<file path="config.mk">
export PLATFORM = sky130hd
export DESIGN_NAME = ddr3_port_arbiter_flat
export DESIGN_NICKNAME = d
export VERILOG_FILES = /design/src/rtl/ddr3_pkg.sv /design/src/rtl/ddr3_port_arbiter_if.sv /design/src/rtl/ddr3_tag_fifo.sv /design/src/rtl/ddr3_port_arbiter.sv /design/src/flat_wrapper.sv
export SDC_FILE = /design/constraint.sdc
export NUM_CORES = 1
export LEC_CHECK = 0
export CORE_MARGIN = 10
export CORE_UTILIZATION = 57
export DETAILED_ROUTE_END_ITERATION = 8
export DONT_BUFFER_PORTS = 1
export GPL_ROUTABILITY_DRIVEN = 1
export GPL_TIMING_DRIVEN = 0
export PLACE_DENSITY = 0.78
export RECOVER_POWER = 25
export SYNTH_ARGS = -nofsm -noshare
export SYNTH_HDL_FRONTEND = slang
export SYNTH_SLANG_ARGS = --single-unit
</file>
<file path="constraint.sdc">
create_clock -name clk -period 2.94 [get_ports clk]
set_clock_uncertainty 0.2 [all_clocks]
set_input_delay 0 -clock clk [delete_from_list [all_inputs] [get_ports clk]]
set_output_delay 0 -clock clk [all_outputs]
set_load 0.05 [all_outputs]
</file>
<file path="src/rtl/ddr3_pkg.sv">
// Shared state type and default sizes for the DDR3 port arbiter slice.
package ddr3_pkg;

  localparam int unsigned DDR3_ADDR_W = 18;
  localparam int unsigned DDR3_DATA_W = 16;
  localparam int unsigned MAX_NUM_OF_REFRESH_COMMANDS_POSTPONED = 8;

  typedef enum logic [1:0] {
    ST_IDLE   = 2'd0,
    ST_GRANT  = 2'd1,
    ST_SWITCH = 2'd2
  } arb_state_e;

endpackage

</file>
<file path="src/rtl/ddr3_port_arbiter_if.sv">
// User request/response and memory-controller command bundle of the arbiter.
// master = requesters plus controller side, slave = arbiter.
interface ddr3_port_arbiter_if
  import ddr3_pkg::*;
#(
  parameter int unsigned NUM_PORTS = 2,
  parameter int unsigned ADDR_W    = DDR3_ADDR_W,
  parameter int unsigned DATA_W    = DDR3_DATA_W
);
  logic [NUM_PORTS-1:0]        req_valid;
  logic [NUM_PORTS-1:0]        req_write;
  logic [NUM_PORTS*ADDR_W-1:0] req_addr;
  logic [NUM_PORTS*DATA_W-1:0] req_wdata;
  logic [NUM_PORTS-1:0]        req_ready;
  logic [NUM_PORTS-1:0]        rsp_valid;
  logic [DATA_W-1:0]           rsp_rdata;
  logic                        ctrl_write_enable;
  logic                        ctrl_read_enable;
  logic [ADDR_W-1:0]           ctrl_address;
  logic [DATA_W-1:0]           ctrl_wdata;
  logic                        ctrl_ready;
  logic                        ctrl_rd_valid;
  logic [DATA_W-1:0]           ctrl_rdata;
  logic [3:0]                  extra_cycles;
  logic                        tag_err;

  modport master (
    output req_valid, req_write, req_addr, req_wdata, ctrl_ready, ctrl_rd_valid, ctrl_rdata,
    input  req_ready, rsp_valid, rsp_rdata, ctrl_write_enable, ctrl_read_enable,
           ctrl_address, ctrl_wdata, extra_cycles, tag_err
  );

  modport slave (
    input  req_valid, req_write, req_addr, req_wdata, ctrl_ready, ctrl_rd_valid, ctrl_rdata,
    output req_ready, rsp_valid, rsp_rdata, ctrl_write_enable, ctrl_read_enable,
           ctrl_address, ctrl_wdata, extra_cycles, tag_err
  );

endinterface

</file>
<file path="src/rtl/ddr3_tag_fifo.sv">
// Synchronous FIFO of port IDs for outstanding reads; push and pop in the same
// cycle always both proceed (bypass when empty, overwrite-after-read when full).
module ddr3_tag_fifo #(
  parameter int unsigned DEPTH = 8,
  parameter int unsigned TAG_W = 1
) (
  input  logic             clk,
  input  logic             resetn,
  input  logic             push,
  input  logic [TAG_W-1:0] push_tag,
  input  logic             pop,
  output logic [TAG_W-1:0] pop_tag,
  output logic             full,
  output logic             empty
);
  localparam int unsigned PTR_W = $clog2(DEPTH);
  localparam int unsigned CNT_W = PTR_W + 1;

  logic [TAG_W-1:0] mem [DEPTH];
  logic [PTR_W-1:0] wptr, rptr;
  logic [CNT_W-1:0] count;
  logic             do_push, do_pop;

  assign full    = (count == CNT_W'(DEPTH));
  assign empty   = (count == '0);
  assign do_pop  = pop & (~empty | push);
  assign do_push = push & (~full | pop);
  assign pop_tag = empty ? push_tag : mem[rptr];

  always_ff @(posedge clk) begin
    if (!resetn) begin
      wptr  <= '0;
      rptr  <= '0;
      count <= '0;
    end else begin
      if (do_push) wptr <= wptr + PTR_W'(1);
      if (do_pop)  rptr <= rptr + PTR_W'(1);
      count <= count + CNT_W'(do_push) - CNT_W'(do_pop);
    end
  end

  always_ff @(posedge clk) begin
    if (do_push) mem[wptr] <= push_tag;
  end

endmodule

</file>
<file path="src/rtl/ddr3_port_arbiter.sv">
// Multi-port command arbiter in front of a DDR3 controller with read-tag routing.
// Build option DDR3_ARB_FIXED_PRIORITY_EN: strict lowest-index priority instead of round-robin.
module ddr3_port_arbiter
  import ddr3_pkg::*;
#(
  parameter int unsigned NUM_PORTS       = 2,
  parameter int unsigned ADDR_W          = DDR3_ADDR_W,
  parameter int unsigned DATA_W          = DDR3_DATA_W,
  parameter int unsigned MAX_GRANT_BEATS = MAX_NUM_OF_REFRESH_COMMANDS_POSTPONED,
  parameter int unsigned TAG_DEPTH       = 8
) (
  input logic                clk,
  input logic                resetn,
  ddr3_port_arbiter_if.slave bus
);
  localparam int unsigned PORT_W = (NUM_PORTS > 1) ? $clog2(NUM_PORTS) : 1;
  localparam int unsigned BEAT_W = 4;

  arb_state_e          state, state_nxt;
  logic [PORT_W-1:0]   grant, grant_nxt, last, last_nxt, winner, idx;
  logic [BEAT_W-1:0]   beats, beats_nxt;
  logic [NUM_PORTS-1:0] ready;
  logic                accept, accept_rd;
  logic                tag_full, tag_empty, tag_pop;
  logic [PORT_W-1:0]   tag_out;

  assign bus.req_ready    = ready;
  assign bus.extra_cycles = 4'(MAX_GRANT_BEATS);
  assign accept           = |ready;
  assign accept_rd        = accept & ~bus.req_write[grant];
  assign tag_pop          = bus.ctrl_rd_valid & (~tag_empty | accept_rd);

  // Winner pick; reverse scan so the candidate closest to the start point wins.
  always_comb begin
    winner = '0;
    idx    = '0;
`ifdef DDR3_ARB_FIXED_PRIORITY_EN
    for (int i = NUM_PORTS - 1; i >= 0; i--) begin
      idx = PORT_W'(i);
      if (bus.req_valid[idx]) winner = idx;
    end
`else
    for (int i = NUM_PORTS; i >= 1; i--) begin
      idx = PORT_W'((int'(last) + i) % NUM_PORTS);
      if (bus.req_valid[idx]) winner = idx;
    end
`endif
  end

  always_comb begin
    state_nxt = state;
    grant_nxt = grant;
    last_nxt  = last;
    beats_nxt = beats;
    ready     = '0;
    case (state)
      ST_IDLE: begin
        if (|bus.req_valid) begin
          grant_nxt = winner;
          state_nxt = ST_GRANT;
        end
      end
      ST_GRANT: begin
        ready[grant] = bus.ctrl_ready & bus.req_valid[grant]
                     & ~(~bus.req_write[grant] & tag_full);
        if (ready[grant]) beats_nxt = beats + BEAT_W'(1);
        if ((beats_nxt == BEAT_W'(MAX_GRANT_BEATS)) || !bus.req_valid[grant])
          state_nxt = ST_SWITCH;
      end
      ST_SWITCH: begin
        last_nxt  = grant;
        beats_nxt = '0;
        state_nxt = ST_IDLE;
      end
      default: state_nxt = ST_IDLE;
    endcase
  end

  always_ff @(posedge clk) begin
    if (!resetn) begin
      state <= ST_IDLE;
      grant <= '0;
      last  <= PORT_W'(NUM_PORTS - 1);
      beats <= '0;
    end else begin
      state <= state_nxt;
      grant <= grant_nxt;
      last  <= last_nxt;
      beats <= beats_nxt;
    end
  end

  // Command issue and read-return routing, one cycle behind their triggers.
  always_ff @(posedge clk) begin
    if (!resetn) begin
      bus.ctrl_write_enable <= 1'b0;
      bus.ctrl_read_enable  <= 1'b0;
      bus.ctrl_address      <= '0;
      bus.ctrl_wdata        <= '0;
      bus.rsp_valid         <= '0;
      bus.rsp_rdata         <= '0;
      bus.tag_err           <= 1'b0;
    end else begin
      bus.ctrl_write_enable <= accept & bus.req_write[grant];
      bus.ctrl_read_enable  <= accept_rd;
      if (accept) begin
        bus.ctrl_address <= bus.req_addr[grant*ADDR_W +: ADDR_W];
        bus.ctrl_wdata   <= bus.req_wdata[grant*DATA_W +: DATA_W];
      end
      bus.rsp_valid <= tag_pop ? (NUM_PORTS'(1) << tag_out) : '0;
      if (tag_pop) bus.rsp_rdata <= bus.ctrl_rdata;
      if (bus.ctrl_rd_valid & ~tag_pop) bus.tag_err <= 1'b1;
    end
  end

  ddr3_tag_fifo #(
    .DEPTH (TAG_DEPTH),
    .TAG_W (PORT_W)
  ) u_tag_fifo (
    .clk      (clk),
    .resetn   (resetn),
    .push     (accept_rd),
    .push_tag (grant),
    .pop      (bus.ctrl_rd_valid),
    .pop_tag  (tag_out),
    .full     (tag_full),
    .empty    (tag_empty)
  );

endmodule

</file>
<file path="src/flat_wrapper.sv">
// flat-port wrapper written by rule: the top's interface ports become plain ports
module ddr3_port_arbiter_flat import ddr3_pkg::*;
#(
  parameter int unsigned NUM_PORTS       = 2,
  parameter int unsigned ADDR_W          = DDR3_ADDR_W,
  parameter int unsigned DATA_W          = DDR3_DATA_W,
  parameter int unsigned MAX_GRANT_BEATS = MAX_NUM_OF_REFRESH_COMMANDS_POSTPONED,
  parameter int unsigned TAG_DEPTH       = 8
)
  (clk, resetn, bus_req_valid, bus_req_write, bus_req_addr, bus_req_wdata, bus_ctrl_ready, bus_ctrl_rd_valid, bus_ctrl_rdata, bus_req_ready, bus_rsp_valid, bus_rsp_rdata, bus_ctrl_write_enable, bus_ctrl_read_enable, bus_ctrl_address, bus_ctrl_wdata, bus_extra_cycles, bus_tag_err);
  ddr3_port_arbiter_if #(.NUM_PORTS(NUM_PORTS), .ADDR_W(ADDR_W), .DATA_W(DATA_W)) bus_i ();
  input logic clk;
  input logic resetn;
  input wire logic [$bits(bus_i.req_valid)-1:0] bus_req_valid;
  input wire logic [$bits(bus_i.req_write)-1:0] bus_req_write;
  input wire logic [$bits(bus_i.req_addr)-1:0] bus_req_addr;
  input wire logic [$bits(bus_i.req_wdata)-1:0] bus_req_wdata;
  input wire logic [$bits(bus_i.ctrl_ready)-1:0] bus_ctrl_ready;
  input wire logic [$bits(bus_i.ctrl_rd_valid)-1:0] bus_ctrl_rd_valid;
  input wire logic [$bits(bus_i.ctrl_rdata)-1:0] bus_ctrl_rdata;
  output wire logic [$bits(bus_i.req_ready)-1:0] bus_req_ready;
  output wire logic [$bits(bus_i.rsp_valid)-1:0] bus_rsp_valid;
  output wire logic [$bits(bus_i.rsp_rdata)-1:0] bus_rsp_rdata;
  output wire logic [$bits(bus_i.ctrl_write_enable)-1:0] bus_ctrl_write_enable;
  output wire logic [$bits(bus_i.ctrl_read_enable)-1:0] bus_ctrl_read_enable;
  output wire logic [$bits(bus_i.ctrl_address)-1:0] bus_ctrl_address;
  output wire logic [$bits(bus_i.ctrl_wdata)-1:0] bus_ctrl_wdata;
  output wire logic [$bits(bus_i.extra_cycles)-1:0] bus_extra_cycles;
  output wire logic [$bits(bus_i.tag_err)-1:0] bus_tag_err;
  assign bus_i.req_valid = bus_req_valid;
  assign bus_i.req_write = bus_req_write;
  assign bus_i.req_addr = bus_req_addr;
  assign bus_i.req_wdata = bus_req_wdata;
  assign bus_i.ctrl_ready = bus_ctrl_ready;
  assign bus_i.ctrl_rd_valid = bus_ctrl_rd_valid;
  assign bus_i.ctrl_rdata = bus_ctrl_rdata;
  assign bus_req_ready = bus_i.req_ready;
  assign bus_rsp_valid = bus_i.rsp_valid;
  assign bus_rsp_rdata = bus_i.rsp_rdata;
  assign bus_ctrl_write_enable = bus_i.ctrl_write_enable;
  assign bus_ctrl_read_enable = bus_i.ctrl_read_enable;
  assign bus_ctrl_address = bus_i.ctrl_address;
  assign bus_ctrl_wdata = bus_i.ctrl_wdata;
  assign bus_extra_cycles = bus_i.extra_cycles;
  assign bus_tag_err = bus_i.tag_err;
  ddr3_port_arbiter #(.NUM_PORTS(NUM_PORTS), .ADDR_W(ADDR_W), .DATA_W(DATA_W), .MAX_GRANT_BEATS(MAX_GRANT_BEATS), .TAG_DEPTH(TAG_DEPTH)) u_core (.clk(clk), .resetn(resetn), .bus(bus_i));
endmodule
</file>
==> results of run 1 <==
==> cells in the mapped netlist (all sizes together) (3+ instances only) <==
master,instances
a211oi,36
o21ai,22
ha,12
xnor2,4
dfxtp,76
buf,14
nor2,52
nor3,5
nand3,19
mux2i,40
nand2,9
inv,12
edfxtp,8
clkbuf,18
a21oi,27
and2,3
==> through the flow <==
stage | area [sq um] | total power, W
floorplan | 3849 | 0.002406
global placement | 3945 | 0.002557
detailed placement | 3945 | 0.002595
CTS | 5169 | 0.003599
global route | 5214 | 0.003851
finish | 5214 | 0.003677
==> critical path, stage by stage (launching register included) <==
cell,delay [ns]
dfxtp_2,0.32
inv_2,0.05
ha_2,0.15
or3b_4,0.41
o2111a_1,0.27
buf_6,0.14
a21oi_4,0.17
nor2_2,0.07
ha_1,0.30
inv_2,0.07
ha_4,0.13
fa_2,0.42
and2_1,0.16
==> logic make-up (layout without fill, tap and decap cells) <==
logic type,after synthesis,in the layout,synth area share
flip-flops,84,84,0.4586
other,2,4,0.001955
adder cells (fa/ha/maj),13,13,0.04430
AO/OA/AOI/OAI,98,98,0.1648
multiplexers,44,44,0.1238
XOR/XNOR,5,5,0.01140
buffers and inverters,44,164,0.05928
AND/OR/NAND/NOR,102,102,0.1358
==> layout make-up <==
type	instances	area share
plain buffers	32	0.03504
repair buffers	104	0.1977
flip-flops and latches	84	0.3384
clock buffers	11	0.03120
well taps	77	0.01848
multi-input cells	266	0.3629
clock inverters	5	0.007679
inverters	12	0.008639
==> worst paths after layout <==
| check | endpoint | cells past startpoint |
|---|---|---|
| hold / removal | u_core.bus.rsp_valid[0] | 5 |
| setup reg to reg | u_core.u_tag_fifo.count[1] | 12 |
| hold reg to reg | u_core.last | 2 |
| setup / recovery | u_core.u_tag_fifo.count[1] | 12 |
==> per-layer routing <==
metal,share of wire,track usage
met4,0.045,0.1475
met1,0.36,0.2489
met5,0,0
met2,0.50,0.4123
met3,0.088,0.08502
==> power groups by stage <==
stage | logic, W | registers [W] | clock network (W)
2_1_floorplan | 0.000713 | 0.00169 | 0
3_3_place_gp | 0.000828 | 0.00173 | 0
3_5_place_dp | 0.000861 | 0.00173 | 0
4_1_cts | 0.00105 | 0.00171 | 0.000835
5_1_grt | 0.00124 | 0.00173 | 0.000881
6_report | 0.00113 | 0.00172 | 0.000832
==> registers in the layout, summed over array words and instances, names as in the netlist, named ones only <==
name,flops
u_core.u_tag_fifo.mem,8
u_core.bus.tag_err,1
u_core.u_tag_fifo.wptr,3
u_core.bus.ctrl_address,18
u_core.bus.rsp_rdata,16
u_core.state,2
u_core.bus.ctrl_write_enable,1
u_core.beats,4
u_core.grant,1
u_core.bus.ctrl_wdata,16
u_core.u_tag_fifo.rptr,3
u_core.u_tag_fifo.count,4
u_core.last,1
u_core.bus.rsp_valid,2
u_core.bus.ctrl_read_enable,1
==> repair_timing <==
action / CTS / global route
gates resized for setup: 5 / 9
setup buffers: 1 / 3
hold endpoints to repair: 77 / 0
hold buffers: 100 / 0
endpoints found under the setup margin: 3 / 3
pin swaps: 2 / 7
gates cloned: 0 / 0
==> results.cfg, run 1 <==
[yosys]
synth-async-reset-ratio = 0
synthTopCellsByArea = dfxtp_1, mux2i_1, a211oi_1, edfxtp_1, nor2_1
synth.avg_cell_area_sq_um = 9.799
synthDominantCellAreaShare = 0.3961
synth_enable_flop_cells = 8
yosys_warnings = 0
synth-main-ff-cell = dfxtp_1
seq_area_frac_synth = 0.4586
synth-seq-cells = 84
yosysTopAreaCell = dfxtp_1
synth_cell_types = 51
syn_area_sq_um = 3841
syn-instance-count = 392

[power_and_ir_drop]
power_density_nw_per_um2 = 705.3
clkPwrFrac = 0.226
p_int_w = 0.002231
leakage_nw = 1.869
seq_power_share = 0.466
ir_drop_mv = 0.3856
combPwrFrac = 0.307
sw_frac_of_total = 0.3932
power_switching_w = 0.001446

[floorplan]
core_sq_um = 6459
dieArea_sq_um = 10420
io_pins = 153
initial_utilization = 0.5947
dieHeight_microns = 102.1
die_width_microns = 102.1
rows = 29

[drt]
first_iter_violations = 234
wirelength_microns = 12980
via_count = 3553
detail-route-antenna-nets = 0
drc = 0
via_per_inst = 6.012
wl_per_cell_microns = 21.96
firstDrtPassIters = 4

[final_layout]
layout_common_cells = dlygate4sd3_1, dfxtp_1, nor2_1, mux2i_1, a211oi_1
layout.nets = 614
drive_gt1_frac = 0.1206
syn2layout_area_growth_pct = 35.73
post-route-util = 0.8072
n_antenna_cell = 0
final_common_cell = dlygate4sd3_1
multi_input_area_sq_um = 1892
regArea_sq_um = 1764
final_cell_count_no_fill = 591
n_fill_cell = 386

[timing]
hold_viol = 0
fmax_ghz = 0.3394
slew_headroom = 0.4044
setup_viol = 1
rsz0062_at_grt = true
finalMaxSlewViolations = 0
final.setup.worst_slack_ns = -0.006418
period_share = 1.002
tightest_slew_ns = 0.8901
timing.setup.tns_ns = -0.006418
fin_crit_ns = 2.946
fin_worst_hold_slack_ns = 0.1353

[clock_network]
cts_tree = built
cts.path.max_buffers = 2
cts.clk_slew.worst_paths_ns = 0.08
cts-htree-levels = 3
cts_sinks = 84
cts_buffers = 9
cts_root_buf = clkbuf_8
clk_latency_ns = 0.35

[grt]
globalRouteOverflowTotal = 0
grt_max_degree = 16
grt_pass1_wl_microns = 19630
antenna_found_initial = 0
grt_pass1_vias = 3778
grt_usage = 0.2409

[job]
max-cap-violations = 0

[setup_path]
crit_arrival_ns = 2.99
r2r-start = u_core.u_tag_fifo.count[2]
cp-startpoint = u_core.u_tag_fifo.count[2]
crit_path_start_kind = flip-flop
cp_max_fo = 5
end_kind = flip-flop
r2r_slack_ns = -0.006
cp_data_required_time_ns = 2.99
worstSetupPathType = flip-flop to flip-flop

[placed_design]
portBuffers = 0
place_worst_setup_slack_ns = -0.1846
hpwlAfterDp_microns = 7876
dp_cells = 471
gp_congestion = 0.8681

[outcome]
violations = negative setup slack
status = finished, violations left

[worst_hold_path]
min_from = bus_ctrl_ready
worst_hold_path_type = input pin to flip-flop
(Power assumes the default switching activity.)
==> inputs of run 2 (changes only) <==
- CORE_MARGIN: 10 -> 5
- REMOVE_ABC_BUFFERS: unset -> 1
==> results.cfg, run 2 (synthesis gave the netlist of run 1 again) <==
[final_layout]
largest_reg_flops = 18
n_antenna_cell = 0
multi_input_area_sq_um = 1926
n_fill_cell = 407
final_cell_count_no_fill = 565
layout.nets = 585
drive_gt1_frac = 0.1258
syn2layout_area_growth_pct = 32.90
regArea_sq_um = 1768
final_common_cell = dlygate4sd3_1
post-route-util = 0.7640
layout_common_cells = dlygate4sd3_1, dfxtp_1, nor2_1, mux2i_1, a211oi_1
largest-register = u_core.bus.ctrl_address
largestRegisters = u_core.bus.ctrl_address x18, u_core.bus.ctrl_wdata x16, u_core.bus.rsp_rdata x16

[clock_network]
cts.clk_slew.worst_paths_ns = 0.08
cts_root_buf = clkbuf_8
cts_sinks = 84
clk_latency_ns = 0.35
cts_tree = built
cts_buffers = 9
cts-htree-levels = 3
cts.path.max_buffers = 2

[timing]
finalMaxSlewViolations = 0
hold_viol = 0
tightest_slew_ns = 1.191
fin_crit_ns = 2.909
fmax_ghz = 0.3438
timing.setup.tns_ns = 0
setup_viol = 0
slew_headroom = 0.2049
rsz0062_at_grt = true
period_share = 0.9895

[drt]
via_count = 3385
via_per_inst = 5.991
wirelength_microns = 10870
drc = 0
firstDrtPassIters = 5
wl_per_cell_microns = 19.24
detail-route-antenna-nets = 0
first_iter_violations = 247

[power_and_ir_drop]
power_density_nw_per_um2 = 700.4
total_power_w = 0.003576
ir_drop_mv = 0.3187
leakage_nw = 1.828

[placed_design]
dp_cells = 444
gp_congestion = 0.8767
hpwlAfterDp_microns = 5769
portBuffers = 0

[setup_path]
worstSetupPathType = flip-flop to flip-flop
crit_path_start_kind = flip-flop
end_kind = flip-flop
cp_data_required_time_ns = 2.93
crit_arrival_ns = 2.90
cp_max_fo = 3

[worst_hold_path]
worst_hold_path_type = input pin to flip-flop

[job]
max-cap-violations = 0

[grt]
globalRouteOverflowTotal = 0
use_met1 = 0.2782
antenna_found_initial = 0
gr-max-usage-layer = met2
grt_usage = 0.2524
met3_usage = 0.09844
grt_max_degree = 71
grt_pass1_wl_microns = 17010
use_met2 = 0.4373
grt_pass1_vias = 3504

[floorplan]
dieHeight_microns = 92.09
core_sq_um = 6681
die_width_microns = 92.09
io_pins = 153
initial_utilization = 0.5749
rows = 30
dieArea_sq_um = 8481

[outcome]
status = finished, final reports clean
[run 2: cell type report]
type,instances,area share
clock inverter,6,0.01250
tap,80,0.01961
timing repair buffer,106,0.2105
inverter,12,0.008824
sequential,84,0.3463
multi-input combinational,267,0.3772
clock buffer,10,0.02500
[run 2: path summary, 6_finish.rpt]
kind / start / endpoint / slack (ns) / cells after the start
worst max register to register: u_core.u_tag_fifo.count[2] / u_core.u_tag_fifo.count[2] / 0.03 / 12
worst min-delay path: bus_ctrl_rd_valid / u_core.bus.rsp_rdata[3] / 0.07 / 3
worst max-delay path: u_core.u_tag_fifo.count[2] / u_core.u_tag_fifo.count[2] / 0.03 / 12
worst min register to register: u_core.last / u_core.last / 0.29 / 2
[run 2: power breakdown]
group | internal (W) | total, W | switching, W
clock | 0.000394 | 0.000814 | 0.000421
combinational | 0.000487 | 0.00105 | 0.000568
sequential | 0.00130 | 0.00171 | 0.000410
[run 2: repair_timing]
action                                  in CTS  in global routing
hold buffers                                93                  0
cloned                                       2                  0
resized for setup                            5                 12
pin swaps                                    4                  6
buffers inserted                             4                  6
endpoints found under the setup margin       6                  3
endpoints found under the hold margin       68                  0
[run 2: stage by stage]
step / setup WS, ns / hold slack (ns) / cell area [sq um]
after floorplan: -2.272 / -0.1381 / 3666
final: 0.03098 / 0.06769 / 5105
after global routing: -0.08304 / 0.09049 / 5105
after detailed placement: -0.9377 / -0.1237 / 3809
after CTS: 0.01969 / 0.04323 / 5010
after global placement: -3.271 / -0.1375 / 3766
[run 2: worst max-delay path: stages, from the launching register on]
cell and delay [ns]:
dfxtp_2 0.32, inv_2 0.07, ha_4 0.12, or3b_4 0.40, o2111a_2 0.31, a21oi_4 0.17
nor2_2 0.06, ha_1 0.31, inv_1 0.04, ha_2 0.18, fa_2 0.37, xnor2_2 0.15
nor2_1 0.05
[run 2: routing by layer]
metal / part of all wire / vias up
met5: 0 / -
met4: 0.022 / 0
met3: 0.10 / 27
met2: 0.50 / 187
met1: 0.37 / 1587
li1: - / 1584
==> inputs of run 3 (changes only) <==
- SYNTH_HIERARCHICAL: unset -> 1
==> results.cfg, run 3 <==
[yosys]
synth-async-reset-ratio = 0
synth.avg_cell_area_sq_um = 9.841
yosys_warnings = 6
syn-instance-count = 401
yosysMostFrequentCell = dfxtp_1
syn_area_sq_um = 3946
synth_enable_flop_cells = 8
synth-seq-cells = 84
synthTopCellsByArea = dfxtp_1, mux2i_1, o211a_1, edfxtp_1, nand2_1
synthTopCellsByCount = dfxtp_1, nand2_1, mux2i_1
seq_area_frac_synth = 0.4464
synthDominantCellAreaShare = 0.3855
synth_cell_types = 52
synth-main-ff-cell = dfxtp_1
yosysTopAreaCell = dfxtp_1

[clock_network]
cts_buffers = 9
cts.path.max_buffers = 2
ctsResizeCount = 13
cts_root_buf = clkbuf_8
cts_sinks = 84
hold_buffers = 102
cts-htree-levels = 3
post_cts_buffers = 9

[outcome]
first-error = [ERROR RSZ-0060] Max buffer count reached.
status = did not finish
stop_stage = 4_1_cts

[floorplan]
die_width_microns = 93.21
io_pins = 153
dieHeight_microns = 93.21
rows = 30
initial_utilization = 0.5841

[placed_design]
post_dp_cell_area_sq_um = 3985
gp_congestion = 0.7983
dp_cells = 457
hpwlAfterDp_microns = 5905
portBuffers = 0
-- run 3: changes by cell type after synthesis, moves of 14 or more --
cell / change
nand2_1: +52
nor2_1: -45
a211oi_1: -33
o211a_1: +33
a21oi_1: -22
o21ai_1: -15
o21ai_0: +14
-- run 3: through the flow --
stage	setup slack, ns	setup TNS [ns]	utilization	hold WS [ns]
3_5_place_dp	-0.6904	-7.660	0.5898	-0.09807
3_3_place_gp	-6.087	-407.02	0.5770	-0.1182
2_1_floorplan	-4.225	-259.83	-	-0.1381
-- run 3: cells by family after synthesis --
group                      Yosys count  share of synthesized area
muxes                               45                     0.1214
adders and majority gates           13                    0.04312
DFF                                 84                     0.4464
xor gates and xnor gates             8                    0.01776
AOI/OAI and AO/OA                   77                     0.1598
buffers and inverters               44                    0.05168
and+or+nand+nor                    128                     0.1579
other                                2                   0.001903
==> inputs of run 4 (changes only) <==
- CORE_UTILIZATION: 57 -> 40
- PLACE_DENSITY: 0.78 -> unset
- PLACE_DENSITY_LB_ADDON: unset -> 0.15
- clock period: 2.94 -> 3.82 ns (I/O delays scaled with it)
==> results.cfg, run 4 <==
[yosys]
synthDominantCellAreaShare = 0.3855
synth.avg_cell_area_sq_um = 9.841
seq_area_frac_synth = 0.4464
yosysMostFrequentCell = dfxtp_1
syn_area_sq_um = 3946
synthTopCellsByArea = dfxtp_1, mux2i_1, o211a_1, edfxtp_1, nand2_1
yosys_warnings = 6
synthTopCellsByCount = dfxtp_1, nand2_1, mux2i_1
synth-main-ff-cell = dfxtp_1
synth_cell_types = 52
synth_enable_flop_cells = 8
synth-async-reset-ratio = 0
synth-seq-cells = 84
yosysTopAreaCell = dfxtp_1
syn-instance-count = 401

[power_and_ir_drop]
leakage_nw = 2.354
power_density_nw_per_um2 = 518.3
ir_drop_mv = 0.2047
total_power_w = 0.002733

[clock_network]
clk_latency_ns = 0.35
cts-htree-levels = 3
ctsResizeCount = 0
cts.clk_slew.worst_paths_ns = 0.09
cts.path.max_buffers = 2
cts_sinks = 84
cts_root_buf = clkbuf_8
cts_buffers = 9
cts_tree = built

[setup_path]
worstSetupPathType = flip-flop to flip-flop
cp_max_fo = 23
crit_path_start_kind = flip-flop
cp_data_required_time_ns = 3.86
crit_arrival_ns = 3.41
rr_worst_depth = 10
end_kind = flip-flop

[timing]
fmax_ghz = 0.2971
period_share = 0.8812
timing.setup.tns_ns = 0
finalMaxSlewViolations = 0
fin_crit_ns = 3.366
tightest_slew_ns = 0.9710
setup_viol = 0
rsz0062_at_grt = false
slew_headroom = 0.3511
hold_viol = 0

[drt]
wirelength_microns = 9750
detail-route-antenna-nets = 0
wl_per_cell_microns = 15.65
via_per_inst = 4.939
via_count = 3077
first_iter_violations = 161
drc = 0
firstDrtPassIters = 4

[floorplan]
io_pins = 153
dieHeight_microns = 109.3
core_sq_um = 9684
die_width_microns = 109.3
rows = 36
dieArea_sq_um = 11950
initial_utilization = 0.4075

[grt]
grt_max_degree = 95
grt_pass1_vias = 3142
globalRouteOverflowTotal = 0
grt_pass1_wl_microns = 15260
grt_usage = 0.1630
antenna_found_initial = 0

[job]
max-cap-violations = 0

[final_layout]
n_antenna_cell = 0
largest-register = u_core/bus.ctrl_address
layout.nets = 590
drive_gt1_frac = 0.06939
syn2layout_area_growth_pct = 33.61
final_cell_count_no_fill = 623
largestRegisters = u_core/bus.ctrl_address x18, u_core/bus.ctrl_wdata x16, u_core/bus.rsp_rdata x16
largest_reg_flops = 18
n_fill_cell = 848
fin_area_sq_um = 5273
layout_common_cells = dlygate4sd3_1, dfxtp_1, nand2_1, mux2i_1, o211a_1
final_common_cell = dlygate4sd3_1

[placed_design]
post_dp_cell_area_sq_um = 4059
hpwlAfterDp_microns = 5925
gp_congestion = 0.7896
dp_cells = 511
portBuffers = 0

[outcome]
status = finished, final reports clean

[worst_hold_path]
worst_hold_path_type = input pin to flip-flop
holdPathStages = 3
## run 4: cell counts after synthesis
Identical to the previous run, type by type.
## run 4: path summary, 6_finish.rpt
path	startpoint	endpoint	slack [ns]
max	u_core/grant	u_core/u_tag_fifo/count[3]	0.45
min	bus_req_valid[0]	u_core/bus.ctrl_read_enable	0.07
max reg2reg	u_core/grant	u_core/u_tag_fifo/count[3]	0.45
min reg2reg	u_core/state[1]	u_core/state[1]	0.31
## run 4: worst max-delay path, stage by stage, from the launching register on
cell and delay [ns]:
dfxtp_2 0.75, mux2i_4 0.21, a2111oi_4 0.52, and2_1 0.35, o21ai_2 0.15, nand2b_1 0.21, ha_1 0.28, a21o_1 0.17
a21oi_1 0.17, xor2_1 0.08, and2_1 0.15
## run 4: where the power goes
| group | internal, W | total (W) | switching (W) |
|---|---|---|---|
| Sequential | 0.00101 | 0.00136 | 0.000353 |
| Combinational | 0.000335 | 0.000637 | 0.000302 |
| Clock | 0.000423 | 0.000736 | 0.000313 |
| Total | 0.00177 | 0.00273 | 0.000968 |
## run 4: cell type report
class                      count  area (sq um)  share of cell area
clock buffer                  13         168.9             0.03204
clock inverter                 3         66.31             0.01258
inverter                      13         48.80            0.009255
multi-input combinational    275          2001              0.3794
sequential                    84          1763              0.3344
tap                          133         166.4             0.03156
timing repair buffer         102          1059              0.2008
## run 4: per-layer routing
metal  part of all wire  routed length, microns  vias to the layer above  track usage
met3               0.10                     997                       12      0.06342
met1               0.41                    3955                     1381       0.1958
met2               0.48                    4667                      125       0.2650
li1                   -                       -                     1559            -
met4              0.013                     129                        0      0.05877
met5                  0                       0                        -            0
## run 4: logic make-up (layout without fill, tap and decap cells)
group           count (synthesis)  in the layout  share of synthesized area
simple gates                  128            128                     0.1579
flops                          84             84                     0.4464
compound gates                 77             77                     0.1598
mux                            45             45                     0.1214
buf+inv                        44            131                    0.05168
fa+ha+maj                      13             13                    0.04312
xor+xnor                        8              8                    0.01776
other cells                     2              4                   0.001903
## run 4: metrics by stage
stage	setup WS [ns]	util	hold WS (ns)
final	0.4538	0.5444	0.06600
after global routing	0.2558	0.5444	0.1025
after CTS	0.4194	0.5444	0.04435
after detailed placement	0.4572	0.4191	-0.1156
after global placement	-5.443	0.4094	-0.1233
after floorplan	-3.345	-	-0.1381
## run 4: what timing repair did
item | in CTS | in global routing
buffers inserted | 0 | 0
endpoints found under the hold margin | 84 | 0
hold buffers | 96 | 0
